===== src/rtl/oam_addr_arb.sv =====
// oam_addr_arb: OAM address generator and single-port OAM bus arbiter.
// Ownership priority: DMA, then render, then sprite scan, then CPU.
// The owner and every OAM strobe come from registers. Each one is
// computed from the current engine state and inputs, so it shows one
// clock after it is decided.
// Build option: define OAM_ARB_DMA_EN to include the DMA engine.
// Without it, dma_busy and dma_a stay 0 and owner never reaches 3.
module oam_addr_arb #(
    parameter int N_ENTRIES   = 40,
    parameter int ENTRY_BYTES = 4,
    parameter int AW          = $clog2(N_ENTRIES * ENTRY_BYTES),
    parameter int IW          = $clog2(N_ENTRIES)
) (
    input  logic                           clk,
    input  logic                           reset_video,
    input  logic                           scan_start,
    input  logic                           render_en,
    input  logic [IW-1:0]                  render_idx,
    input  logic [$clog2(ENTRY_BYTES)-1:0] render_byte,
    input  logic                           cpu_rd,
    input  logic                           cpu_wr,
    input  logic [AW-1:0]                  cpu_a,
    input  logic [7:0]                     cpu_d,
    input  logic                           dma_start,
    input  logic [7:0]                     dma_src_hi,
    input  logic [7:0]                     md,
    output logic [15:0]                    dma_a,
    output logic                           dma_busy,
    output logic [AW-1:0]                  oam_a,
    output logic [7:0]                     oam_d,
    output logic                           oam_re,
    output logic                           oam_we,
    output logic [IW-1:0]                  scan_idx,
    output logic                           scan_busy,
    output logic                           scan_done,
    output logic                           cpu_blocked,
    output logic [1:0]                     owner
);
    localparam int              BW        = $clog2(ENTRY_BYTES);
    localparam int              TOTAL     = N_ENTRIES * ENTRY_BYTES;
    localparam logic [AW:0]     TOTAL_W   = (AW+1)'(TOTAL);
    localparam logic [AW:0]     LAST_BYTE = (AW+1)'(TOTAL - 1);
    localparam logic [IW-1:0]   LAST_IDX  = IW'(N_ENTRIES - 1);
    localparam logic [1:0]      OWN_CPU    = 2'd0;
    localparam logic [1:0]      OWN_SCAN   = 2'd1;
    localparam logic [1:0]      OWN_RENDER = 2'd2;
    localparam logic [1:0]      OWN_DMA    = 2'd3;

    typedef enum logic [1:0] {S_IDLE, S_PH0, S_PH1, S_DONE} scan_state_t;

    scan_state_t   scan_state_reg, scan_state_next;
    logic [IW-1:0] idx_reg, idx_next;
    logic          scan_active;
    logic          scan_owns;
    logic          cpu_in_range;

    logic          dma_active;
    logic          dma_fetch;
    logic          dma_write;
    logic [AW-1:0] dma_wr_addr;
    logic [15:0]   dma_fetch_addr;

    logic [15:0]   dma_a_reg, dma_a_next;
    logic          dma_busy_reg, dma_busy_next;
    logic [AW-1:0] oam_a_reg, oam_a_next;
    logic [7:0]    oam_d_reg, oam_d_next;
    logic          oam_re_reg, oam_re_next;
    logic          oam_we_reg, oam_we_next;
    logic [IW-1:0] scan_idx_reg, scan_idx_next;
    logic          scan_busy_reg, scan_busy_next;
    logic          scan_done_reg, scan_done_next;
    logic          cpu_blocked_reg, cpu_blocked_next;
    logic [1:0]    owner_reg, owner_next;

    assign scan_active  = (scan_state_reg == S_PH0) || (scan_state_reg == S_PH1);
    // The scan advances only in cycles where it actually wins the bus.
    assign scan_owns    = scan_active && !dma_active && !render_en;
    assign cpu_in_range = ({1'b0, cpu_a} < TOTAL_W);

`ifdef OAM_ARB_DMA_EN
    logic          dma_run_reg;
    logic          dma_phase_reg;   // 0 = fetch cycle, 1 = write cycle
    logic [AW:0]   dma_cnt_reg;
    logic [7:0]    dma_src_reg;

    // DMA engine: fetch/write pairs over the whole table, restarted by dma_start
    always_ff @(posedge clk) begin
        if (reset_video) begin
            dma_run_reg   <= 1'b0;
            dma_phase_reg <= 1'b0;
            dma_cnt_reg   <= '0;
            dma_src_reg   <= 8'h00;
        end else if (dma_start) begin
            dma_run_reg   <= 1'b1;
            dma_phase_reg <= 1'b0;
            dma_cnt_reg   <= '0;
            dma_src_reg   <= dma_src_hi;
        end else if (dma_run_reg) begin
            dma_phase_reg <= ~dma_phase_reg;
            if (dma_phase_reg) begin
                dma_cnt_reg <= dma_cnt_reg + (AW+1)'(1);
                if (dma_cnt_reg == LAST_BYTE) begin
                    dma_run_reg <= 1'b0;
                end
            end
        end
    end

    assign dma_active     = dma_run_reg;
    assign dma_fetch      = dma_run_reg && !dma_phase_reg;
    assign dma_write      = dma_run_reg && dma_phase_reg;
    assign dma_wr_addr    = dma_cnt_reg[AW-1:0];
    assign dma_fetch_addr = {dma_src_reg, 8'(dma_cnt_reg)};
`else
    logic unused_dma_inputs;
    assign unused_dma_inputs = ^{dma_start, dma_src_hi};
    assign dma_active     = 1'b0;
    assign dma_fetch      = 1'b0;
    assign dma_write      = 1'b0;
    assign dma_wr_addr    = '0;
    assign dma_fetch_addr = 16'h0000;
`endif

    // Scan FSM state register
    always_ff @(posedge clk) begin
        if (reset_video) begin
            scan_state_reg <= S_IDLE;
            idx_reg        <= '0;
        end else begin
            scan_state_reg <= scan_state_next;
            idx_reg        <= idx_next;
        end
    end

    // Scan FSM next state: a start always restarts; the scan holds when it loses the bus
    always_comb begin
        scan_state_next = scan_state_reg;
        idx_next        = idx_reg;
        if (scan_start) begin
            scan_state_next = S_PH0;
            idx_next        = '0;
        end else begin
            case (scan_state_reg)
                S_PH0: begin
                    if (scan_owns) begin
                        scan_state_next = S_PH1;
                    end
                end
                S_PH1: begin
                    if (scan_owns) begin
                        if (idx_reg == LAST_IDX) begin
                            scan_state_next = S_DONE;
                        end else begin
                            scan_state_next = S_PH0;
                            idx_next        = idx_reg + IW'(1);
                        end
                    end
                end
                S_DONE:  scan_state_next = S_IDLE;
                default: scan_state_next = S_IDLE;
            endcase
        end
    end

    // Output decode: choose the owner, then build that owner's strobe and address
    always_comb begin
        owner_next = OWN_CPU;
        if (dma_active) begin
            owner_next = OWN_DMA;
        end else if (render_en) begin
            owner_next = OWN_RENDER;
        end else if (scan_active) begin
            owner_next = OWN_SCAN;
        end

        oam_a_next  = '0;
        oam_d_next  = 8'h00;
        oam_re_next = 1'b0;
        oam_we_next = 1'b0;
        case (owner_next)
            OWN_DMA: begin
                if (dma_write) begin
                    oam_a_next  = dma_wr_addr;
                    oam_d_next  = md;
                    oam_we_next = 1'b1;
                end
            end
            OWN_RENDER: begin
                oam_a_next  = (AW'(render_idx) << BW) + AW'(render_byte);
                oam_re_next = 1'b1;
            end
            OWN_SCAN: begin
                oam_a_next  = (AW'(idx_reg) << BW)
                            + ((scan_state_reg == S_PH1) ? AW'(1) : AW'(0));
                oam_re_next = 1'b1;
            end
            default: begin
                // Out-of-range CPU addresses are dropped, not reported as blocked.
                if (cpu_in_range && cpu_wr) begin
                    oam_a_next  = cpu_a;
                    oam_d_next  = cpu_d;
                    oam_we_next = 1'b1;
                end else if (cpu_in_range && cpu_rd) begin
                    oam_a_next  = cpu_a;
                    oam_re_next = 1'b1;
                end
            end
        endcase

        cpu_blocked_next = (owner_next != OWN_CPU) && (cpu_rd || cpu_wr);
        dma_a_next       = dma_fetch ? dma_fetch_addr : dma_a_reg;
        dma_busy_next    = dma_active;
        scan_idx_next    = idx_reg;
        scan_busy_next   = scan_active;
        scan_done_next   = (scan_state_reg == S_DONE);
    end

    // Output registers
    always_ff @(posedge clk) begin
        if (reset_video) begin
            dma_a_reg       <= 16'h0000;
            dma_busy_reg    <= 1'b0;
            oam_a_reg       <= '0;
            oam_d_reg       <= 8'h00;
            oam_re_reg      <= 1'b0;
            oam_we_reg      <= 1'b0;
            scan_idx_reg    <= '0;
            scan_busy_reg   <= 1'b0;
            scan_done_reg   <= 1'b0;
            cpu_blocked_reg <= 1'b0;
            owner_reg       <= OWN_CPU;
        end else begin
            dma_a_reg       <= dma_a_next;
            dma_busy_reg    <= dma_busy_next;
            oam_a_reg       <= oam_a_next;
            oam_d_reg       <= oam_d_next;
            oam_re_reg      <= oam_re_next;
            oam_we_reg      <= oam_we_next;
            scan_idx_reg    <= scan_idx_next;
            scan_busy_reg   <= scan_busy_next;
            scan_done_reg   <= scan_done_next;
            cpu_blocked_reg <= cpu_blocked_next;
            owner_reg       <= owner_next;
        end
    end

    assign dma_a       = dma_a_reg;
    assign dma_busy    = dma_busy_reg;
    assign oam_a       = oam_a_reg;
    assign oam_d       = oam_d_reg;
    assign oam_re      = oam_re_reg;
    assign oam_we      = oam_we_reg;
    assign scan_idx    = scan_idx_reg;
    assign scan_busy   = scan_busy_reg;
    assign scan_done   = scan_done_reg;
    assign cpu_blocked = cpu_blocked_reg;
    assign owner       = owner_reg;

endmodule


===== config.mk =====
export PLATFORM = sky130hd
export DESIGN_NAME = oam_addr_arb
export DESIGN_NICKNAME = d
export VERILOG_FILES = /design/src/rtl/oam_addr_arb.sv
export SDC_FILE = /design/constraint.sdc
export NUM_CORES = 1
export LEC_CHECK = 0
export ABC_CLOCK_PERIOD_IN_PS = 4250
export BUFFER_PORTS_ARGS = -buffer_cell sky130_fd_sc_hd__buf_2
export CAP_MARGIN = 30
export CORE_MARGIN = 2
export CORE_UTILIZATION = 46
export CTS_CLUSTER_SIZE = 24
export DETAILED_ROUTE_END_ITERATION = 6
export PLACE_DENSITY = 0.85
export REMOVE_ABC_BUFFERS = 1
export SYNTH_ARGS = -nofsm -noshare
export SYNTH_HDL_FRONTEND = slang
export SYNTH_SLANG_ARGS = --single-unit

===== constraint.sdc =====
create_clock -name clk -period 4.25 [get_ports clk]
set_input_delay 0.2125 -clock clk [delete_from_list [all_inputs] [get_ports clk]]
set_output_delay 0.2125 -clock clk [all_outputs]
set_load 0.05 [all_outputs]

; ---- Word level (Yosys, flattened, before mapping)
; Index checks and enable logic that the tools add are counted.
[totals]
regBits = 37
out_inout_bits = 46
wordCells = 59
inputBits = 47
[classes]
order_cmp = 1
bitwise = 2
add_sub_neg = 3
eq_ne = 11
n_mux = 15
n_reduce_logical = 15
[ops]
columns = operator, count
row1 = case mux 8 bit (3 select lines), 1
row2 = 2-to-1 mux 8 bit, 2
row3 = adder 8 x 1 -> 8 bit, 1
row4 = adder 8 x 2 -> 8 bit, 1
row5 = == test 2 bit (second input constant), 4
row6 = less-than comparator 8 bit (second input constant), 1
row7 = 2-to-1 mux 2 bit, 4
row8 = adder 6 x 1 -> 6 bit (second input constant), 1
row9 = == test 6 bit (second input constant), 1
row10 = 2-to-1 mux 1 bit, 6
row11 = != test 3 bit (second input constant), 2
row12 = OR reduction 5 bit, 1
row13 = == test 2 x 1 -> 1 bit (second input constant), 2
row14 = logical AND 1 bit, 4
row15 = != test 2 bit (second input constant), 2
row16 = case mux 2 bit (2 select lines), 1
row17 = AND reduction 2 bit, 2
row18 = OR reduction 2 bit, 2
row19 = OR reduction 4 bit, 1
row20 = AND reduction 3 bit, 1
row21 = logical OR 1 bit, 2
row22 = NOT 1 bit, 2
row23 = case mux 1 bit (2 select lines), 1
row24 = nonzero test 2 bit, 1
row25 = logical NOT 1 bit, 1

; ---- Longest topological paths before layout
; Gate-level depths: netlist of run 1.
[depth]
word_depth = 7
ltp_mapped = 7
ltp_nobuf = 5

; ---- Least setup slack after synthesis of run 1
; OpenSTA, ideal clock, no wires.
[synth_timing]
path_kind = reg2reg
from = register scan_state_reg[0]
to = register idx_reg[5]
synth_period_minus_slack_ns = 1.910
path_buffers = 1
slack_ns = 2.340
path_stages_with_launch = 7
setup_time_ns = 0.070
arrival_ns = 1.840
required_time_ns = 4.180
cell_sequence = dfxtp_1 > inv_1 > ha_1 > or3b_1 > clkbuf_2 > or4_1 > a21oi_1
[synth_via]
elab_chain_cells = 4
elab_cells_between_ends = 5
cone_classes = eq/ne: 2 / reduce/logical: 3
[synth_lines]
columns = element, line
row1 = start: declaration, 51  ; scan_state_t scan_state_reg, scan_state_next;
row2 = start signal: assignment, 130  ; scan_state_reg <= scan_state_next;
row3 = == test 2 x 1 -> 1 bit or == test 2 bit (tied branches), "75, 143"
row4 = logical OR 1 bit, 75  ; assign scan_active = (scan_state_reg == S_PH0) || (scan_state_reg == S_PH1);
row5 = logical AND 1 bit, 77  ; assign scan_owns = scan_active && !dma_active && !render_en;
row6 = AND reduction 3 bit (no source line) *, -
row7 = end signal: assignment, 131  ; idx_reg <= idx_next;
row8 = end: declaration, 52  ; logic [IW-1:0] idx_reg, idx_next;
; Every way passes the cells marked *; elsewhere a longest branch is shown, timed or not.
; A chain may end at the register's enable or synchronous reset.

; ---- Worst setup path in the final report of run 1
[layout_timing]
from = register scan_state_reg[0]
to = register oam_d_reg[2], in the netlist oam_d[2]
[layout_via]
elab_chain_cells = 6
elab_cells_between_ends = 9
cone_classes = eq/ne: 5 / mux: 2 / reduce/logical: 2
[layout_lines]
columns = element, line
row1 = == test 2 x 1 -> 1 bit or == test 2 bit (tied branches), 75
row2 = logical OR 1 bit *, 75
row3 = 2-to-1 mux 1 bit *, 172  ; end else if (scan_active) begin
row4 = 2-to-1 mux 2 bit *, 170  ; end else if (render_en) begin
row5 = == test 2 x 1 -> 1 bit or == test 2 bit (tied branches), 180  ; case (owner_next)
row6 = OR reduction 5 bit (no source line) *, -
row7 = end signal: assignment, 236  ; oam_d_reg <= oam_d_next;
row8 = end: declaration, 66  ; logic [7:0] oam_d_reg, oam_d_next;
; Marks and branches as above.

==> results_dict.tcl, run 1 <==
set metrics [dict create \
    critPathMaxFanout 15 \
    syn_area_um2 1536 \
    ys_seq_elements 37 \
    design.core.area_um2 3103 \
    cts_buffers 5 \
    fin_skew_ns 0.006345 \
    critical_path_class "reg2reg" \
    drt_iter0_drc 63 \
    htreeDepth 2 \
    die_w_um 61.80 \
    overflow 0 \
    avgViaCountPerCell 4.872 \
    drc 0 \
    hp-start "cpu_d[5]" \
    hold_buffers 0 \
    tightest_slew_ns 0.6262 \
    cts-root-buf "clkbuf_4" \
    clockBufferDepth 2 \
    die_h_um 61.80 \
    worstReg2RegStart "scan_state_reg[0]$_SDFFE_PP0P_" \
    grt_start_max_net_pins 26 \
    cp.arrival_ns 2.57 \
    grt_use_total 0.1682 \
    routed_wl_mm 3.188 \
    fin_cells 266 \
    hp-class "in2reg" \
    hpwl_mm 2.251 \
    power_frac_seq 0.490 \
    async_flop_share 0 \
    setup_viol 0 \
    period_share 0.5374 \
    clock_latency_ns 0.34 \
    post_cts_buffers 0 \
    avgSynthCellArea_um2 9.256 \
    synth_top_area_share 0.4821 \
    leakage_nw 0.8701 \
    endpoint_kind "flip-flop" \
    pwr-share-comb 0.160 \
    initial_core_util 0.4952 \
    synth_warnings 0 \
    drive_gt1_frac 0.3108 \
    gp_congestion 0.8778 \
    dp.cells 258 \
    ioPinCount 93 \
    pwr-share-clk 0.350 \
    ctsResizeCount 0 \
    ir_drop_mv 0.1662 \
    synth_cells 166 \
    ant_nets 0 \
    clkTransAtPathRegs_ns 0.11 \
    required_ns 4.53 \
    hold_viol_final 0 \
    rows 20 \
    num-nets-final 272 \
    wire_per_inst_um 11.98 \
    crit_start "scan_state_reg[0]$_SDFFE_PP0P_" \
    slew_headroom 0.5817 \
    synth.distinct_cells 36 \
    fin_ws_ns 1.966 \
    maxSlewViolCount 0 \
    cts_tree "yes" \
    powerDensity_nw_per_um2 391.4 \
    p_sw_w 0.0002100 \
    max_freq_mhz 437.8 \
    first_pass_iters 4 \
    dpl_worst_slack_ns 2.028 \
    grt_antenna_before_repair 0 \
    area_delta_synth_final_pct 21.50 \
    worstSetupStartpointType "flip-flop" \
    outcome "finished clean" \
    fin_crit_ns 2.284 \
    intPower_w 0.0005207 \
    clock_sinks 37 \
    antenna_cells 0 \
    seq_area_frac_synth 0.4821 \
    synth-edff-count 0 \
    yosysTopAreaCell "dfxtp_1" \
    rsz0062_at_grt "no" \
    fin_setup_tns_ns 0 \
    holdWs_ns 0.06930 \
    io_buffers 58 \
    synthTopCellsByArea "dfxtp_1 (48%), buf_4 (8.3%), a21oi_1 (6.5%)" \
    maxCapViolations 0 \
    synthFlopType "dfxtp_1" \
    swShare 0.2874 \
    grt_pass1_wl_mm 4.643 \
    die-area_um2 3819 \
    num_vias 1296 \
    first_global_vias 1073 \
]
path summary, 6_finish.rpt:
kind	endpoint	slack, ns	depth (start not counted)
worst max-delay path	oam_d[2]$_SDFF_PP0_	1.97	5
worst min register to register	idx_reg[1]$_SDFFE_PP0P_	0.54	2
worst max register to register	oam_d[2]$_SDFF_PP0_	1.97	5
worst min-delay path	oam_d[5]$_SDFF_PP0_	0.07	2
kinds of logic after synthesis:
family	share of synthesized area
flip-flops	0.4821
other	0.002441
AO/OA/AOI/OAI	0.1091
AND/OR/NAND/NOR	0.2468
adder cells (fa/ha/maj)	0.03257
buffers and inverters	0.1140
multiplexers	0.01303
synthesized netlist by cell type, types with 2 or more instances:
| cell | n |
|---|---|
| dfxtp_1 | 37 |
| a21oi_1 | 20 |
| buf_4 | 17 |
| nor2b_1 | 9 |
| and2_1 | 8 |
| nand2_1 | 8 |
| nor2_1 | 8 |
| clkbuf_1 | 7 |
| nand4_1 | 6 |
| nor3b_1 | 6 |
| ha_1 | 4 |
| inv_1 | 3 |
| or3_1 | 3 |
| a31oi_1 | 2 |
| mux2i_1 | 2 |
| nand3_1 | 2 |
| nand4b_1 | 2 |
| nor4bb_1 | 2 |
| o21ai_0 | 2 |
| or2_2 | 2 |
cell usage in the layout (no fill, tap or decap):
master | Yosys | layout
a21oi_1 | 20 | 20
a31o_2 | 1 | 1
a31oi_1 | 2 | 2
and2_1 | 8 | 8
and4b_1 | 1 | 1
buf_2 | 1 | 58
bufinv_16 | 0 | 1
clkbuf_4 | 0 | 5
clkbuf_8 | 0 | 1
clkinvlp_4 | 0 | 1
conb_1 | 1 | 17
dfxtp_1 | 37 | 37
ha_1 | 4 | 4
inv_1 | 3 | 3
mux2i_1 | 2 | 2
nand2_1 | 8 | 8
nand2b_1 | 1 | 1
nand3_1 | 2 | 2
nand3b_1 | 1 | 1
nand4_1 | 6 | 6
nand4b_1 | 2 | 2
nor2_1 | 8 | 8
nor2b_1 | 9 | 9
nor3_1 | 1 | 1
nor3b_1 | 6 | 6
nor4_1 | 1 | 1
nor4bb_1 | 2 | 2
o211a_1 | 1 | 1
o21a_1 | 1 | 1
o21ai_0 | 2 | 2
o21ai_1 | 1 | 1
o22ai_1 | 1 | 1
o31ai_1 | 1 | 1
or2_2 | 2 | 2
or3_1 | 3 | 3
or3b_1 | 1 | 1
or4_1 | 1 | 1
layout make-up:
type                    instances  area (um2)
clock buffers                   6       51.30
clock inverters                 2       37.54
fillers                       287        1236
inverters                       3       11.26
multi-input cells             116       680.7
flip-flops and latches         37       740.7
well taps                      44       55.05
repair buffers                 58       290.3
power groups by stage:
stage,Combinational [W],Sequential (W),Clock (W)
after floorplan,0.0000534,0.000396,0
after global placement,0.000116,0.000366,0
after detailed placement,0.000116,0.000366,0
after CTS,0.000117,0.000358,0.000262
after global routing,0.000125,0.000359,0.000281
final,0.000117,0.000358,0.000256
worst max-delay path: stages, from the launching register on:
cell and delay (ns):
dfxtp_1 0.40, inv_1 0.06, ha_1 0.57, nor2b_1 0.58, and4b_1 0.44, and2_1 0.17
metal layers:
layer / track usage / up-vias / wire, um
met3: 0.05383 / 2 / 344
li1: - / 651 / -
met5: 0 / - / 0
met1: 0.2107 / 569 / 1344
met2: 0.2496 / 74 / 1485
met4: 0.1064 / 0 / 14
through the flow:
stage          total power [W]  cell area (um2)  utilization
2_1_floorplan        0.0004497             1433            -
3_3_place_gp         0.0004815             1778       0.5730
3_5_place_dp         0.0004822             1778       0.5730
4_1_cts              0.0007364             1867       0.6016
5_1_grt              0.0007645             1867       0.6016
6_report             0.0007307             1867       0.6016
Power figures use the tool's default switching activity.
==> run 2, diff against run 1 <==
--- a/config.mk
+++ b/config.mk
@@ -5,14 +5,14 @@
 export SDC_FILE = /design/constraint.sdc
 export NUM_CORES = 1
 export LEC_CHECK = 0
-export ABC_CLOCK_PERIOD_IN_PS = 4250
+export ABC_CLOCK_PERIOD_IN_PS = 2290
 export BUFFER_PORTS_ARGS = -buffer_cell sky130_fd_sc_hd__buf_2
 export CAP_MARGIN = 30
 export CORE_MARGIN = 2
-export CORE_UTILIZATION = 46
+export CORE_UTILIZATION = 42
 export CTS_CLUSTER_SIZE = 24
 export DETAILED_ROUTE_END_ITERATION = 6
-export PLACE_DENSITY = 0.85
+export PLACE_DENSITY = 0.78
 export REMOVE_ABC_BUFFERS = 1
 export SYNTH_ARGS = -nofsm -noshare
 export SYNTH_HDL_FRONTEND = slang
==> constraint.sdc (replaced) <==
create_clock -name clk -period 2.29 [get_ports clk]
set_input_delay 0.1145 -clock clk [delete_from_list [all_inputs] [get_ports clk]]
set_output_delay 0.1145 -clock clk [all_outputs]
set_load 0.05 [all_outputs]
==> run 2 against run 1 <==
  * Sequential power grew 86%
  * Clock skew grew 0.0078 ns
  * Hold slack lost 0.060 ns
  * Total power grew 82%
  * Global-route usage grew 0.071 points
  * Combinational power grew 99%
  * Largest cell class unchanged
  * Critical endpoint is now idx_reg[5]$_SDFFE_PP0P_
  * Non-clock buffer count grew 12
  * Register-to-register slack lost 1.7 ns
  * Count of clock-buffer cells in the layout shrank 1
  * Critical path depth is the same
  * Largest power group unchanged
==> results_dict.tcl, run 2 (same netlist as run 1, synthesis figures left out) <==
set metrics [dict create \
    outcome "finished clean" \
    slew_headroom 0.6406 \
    antenna_cells 0 \
    fin_crit_ns 2.001 \
    first_pass_iters 4 \
    ir_drop_mv 0.3048 \
    grt_pass1_wl_mm 5.347 \
    grt_start_max_net_pins 26 \
    path_cells "inv_1 -> ha_1 -> or3b_1 -> or4_1 -> a21oi_1" \
    holdWs_ns 0.009323 \
    slowest_stage "or4_1" \
    ioPinCount 93 \
    grt_use_total 0.1689 \
    drive_gt1_frac 0.3047 \
    worstSetupStartpointType "flip-flop" \
    maxCapViolations 0 \
    initial_core_util 0.4498 \
    max_freq_mhz 499.8 \
    rsz0062_at_grt "no" \
    ctsResizeCount 0 \
    regArea_um2 740.7 \
    grt_antenna_before_repair 0 \
    met3_length_um 232 \
    design.core.area_um2 3416 \
    period_share 0.8738 \
    fin_cells 279 \
    drt_iter0_drc 49 \
    gp_congestion 0.8540 \
    hp-class "in2reg" \
    clock_latency_ns 0.35 \
    clock_sinks 37 \
    drc 0 \
    layout_common_cells "buf_2 (58), dfxtp_1 (37), a21oi_1 (20)" \
    fillers 335 \
    m1WireLength_mm 1.408 \
    die-area_um2 4158 \
    hold_viol_final 0 \
    crit_family "simple AND/OR/NAND/NOR gates" \
    routed.top_layer "met4" \
    num_vias 1335 \
    maxSlewViolCount 0 \
    die_h_um 64.49 \
    hpwl_mm 2.354 \
    setup_viol 0 \
    wire_per_inst_um 12.19 \
    critical_path_class "reg2reg" \
    avgViaCountPerCell 4.785 \
    cts_buffers 5 \
    cp.arrival_ns 2.28 \
    powerDensity_nw_per_um2 675.0 \
    cts_tree "yes" \
    clockBufferDepth 2 \
    final_common_cell "buf_2" \
    num-nets-final 284 \
    htreeDepth 2 \
    io_buffers 58 \
    clkTransAtPathRegs_ns 0.11 \
    routed_wl_mm 3.401 \
    cts-root-buf "clkbuf_4" \
    dpl_worst_slack_ns 0.3420 \
    required_ns 2.56 \
    area_delta_synth_final_pct 27.93 \
    fin_ws_ns 0.2891 \
    critPathBufInv 1 \
    endpoint_kind "flip-flop" \
    met2_length_mm 1.697 \
    overflow 0 \
    tightest_slew_ns 0.5318 \
    multi_input_area_um2 680.7 \
    rows 21 \
    fin_setup_tns_ns 0 \
    die_w_um 64.49 \
    ant_nets 0 \
    dp.cells 263 \
    critPathMaxFanout 8 \
    max_stage_delay_ns 0.55 \
    final_util 0.5755 \
    leakage_nw 0.9186 \
    first_global_vias 1222 \
    fin_skew_ns 0.01419 \
]
run 2: report_power, final:
group          switching, W  internal, W
Sequential       0.00000466     0.000660
Clock              0.000207     0.000222
Combinational      0.000173    0.0000606
run 2: repair_timing:
item | in CTS | in global routing
buffers inserted | 0 | 0
endpoints found under the setup margin | 0 | 0
hold buffers | 9 | 0
hold endpoints to repair | 9 | 0
run 2: final timing paths:
kind / cells after the start / from / slack (ns) / endpoint
worst max-delay path: 5 / scan_state_reg[0]$_SDFFE_PP0P_ / 0.29 / idx_reg[5]$_SDFFE_PP0P_
worst min-delay path: 3 / cpu_a[2] / 0.009 / oam_a[2]$_SDFF_PP0_
worst max register to register: 5 / scan_state_reg[0]$_SDFFE_PP0P_ / 0.29 / idx_reg[5]$_SDFFE_PP0P_
worst min register to register: 2 / idx_reg[1]$_SDFFE_PP0P_ / 0.54 / idx_reg[1]$_SDFFE_PP0P_
run 2: layout make-up:
| type | count | share of cell area |
|---|---|---|
| well taps | 46 | 0.02928 |
| flip-flops and latches | 37 | 0.3768 |
| multi-input cells | 116 | 0.3463 |
| clock buffers | 5 | 0.01910 |
| clock inverters | 2 | 0.01782 |
| repair buffers | 70 | 0.2050 |
| inverters | 3 | 0.005729 |
run 2: through the flow:
| step | area, um2 | power [W] |
|---|---|---|
| final | 1966 | 0.001327 |
| after global routing | 1966 | 0.001378 |
| after CTS | 1966 | 0.001334 |
| after detailed placement | 1803 | 0.0008993 |
| after global placement | 1803 | 0.0008969 |
| after floorplan | 1433 | 0.0008346 |
run 2: tightest hold or removal path, stage by stage:
cell     delay (ns)
buf_2          0.10
nand4_1        0.06
a21oi_1        0.05
run 2: per-layer routing:
layer | up-vias | GRT usage
met5 | - | 0
met1 | 600 | 0.1763
met4 | 0 | 0.08245
met2 | 61 | 0.3060
li1 | 669 | -
met3 | 5 | 0.05208
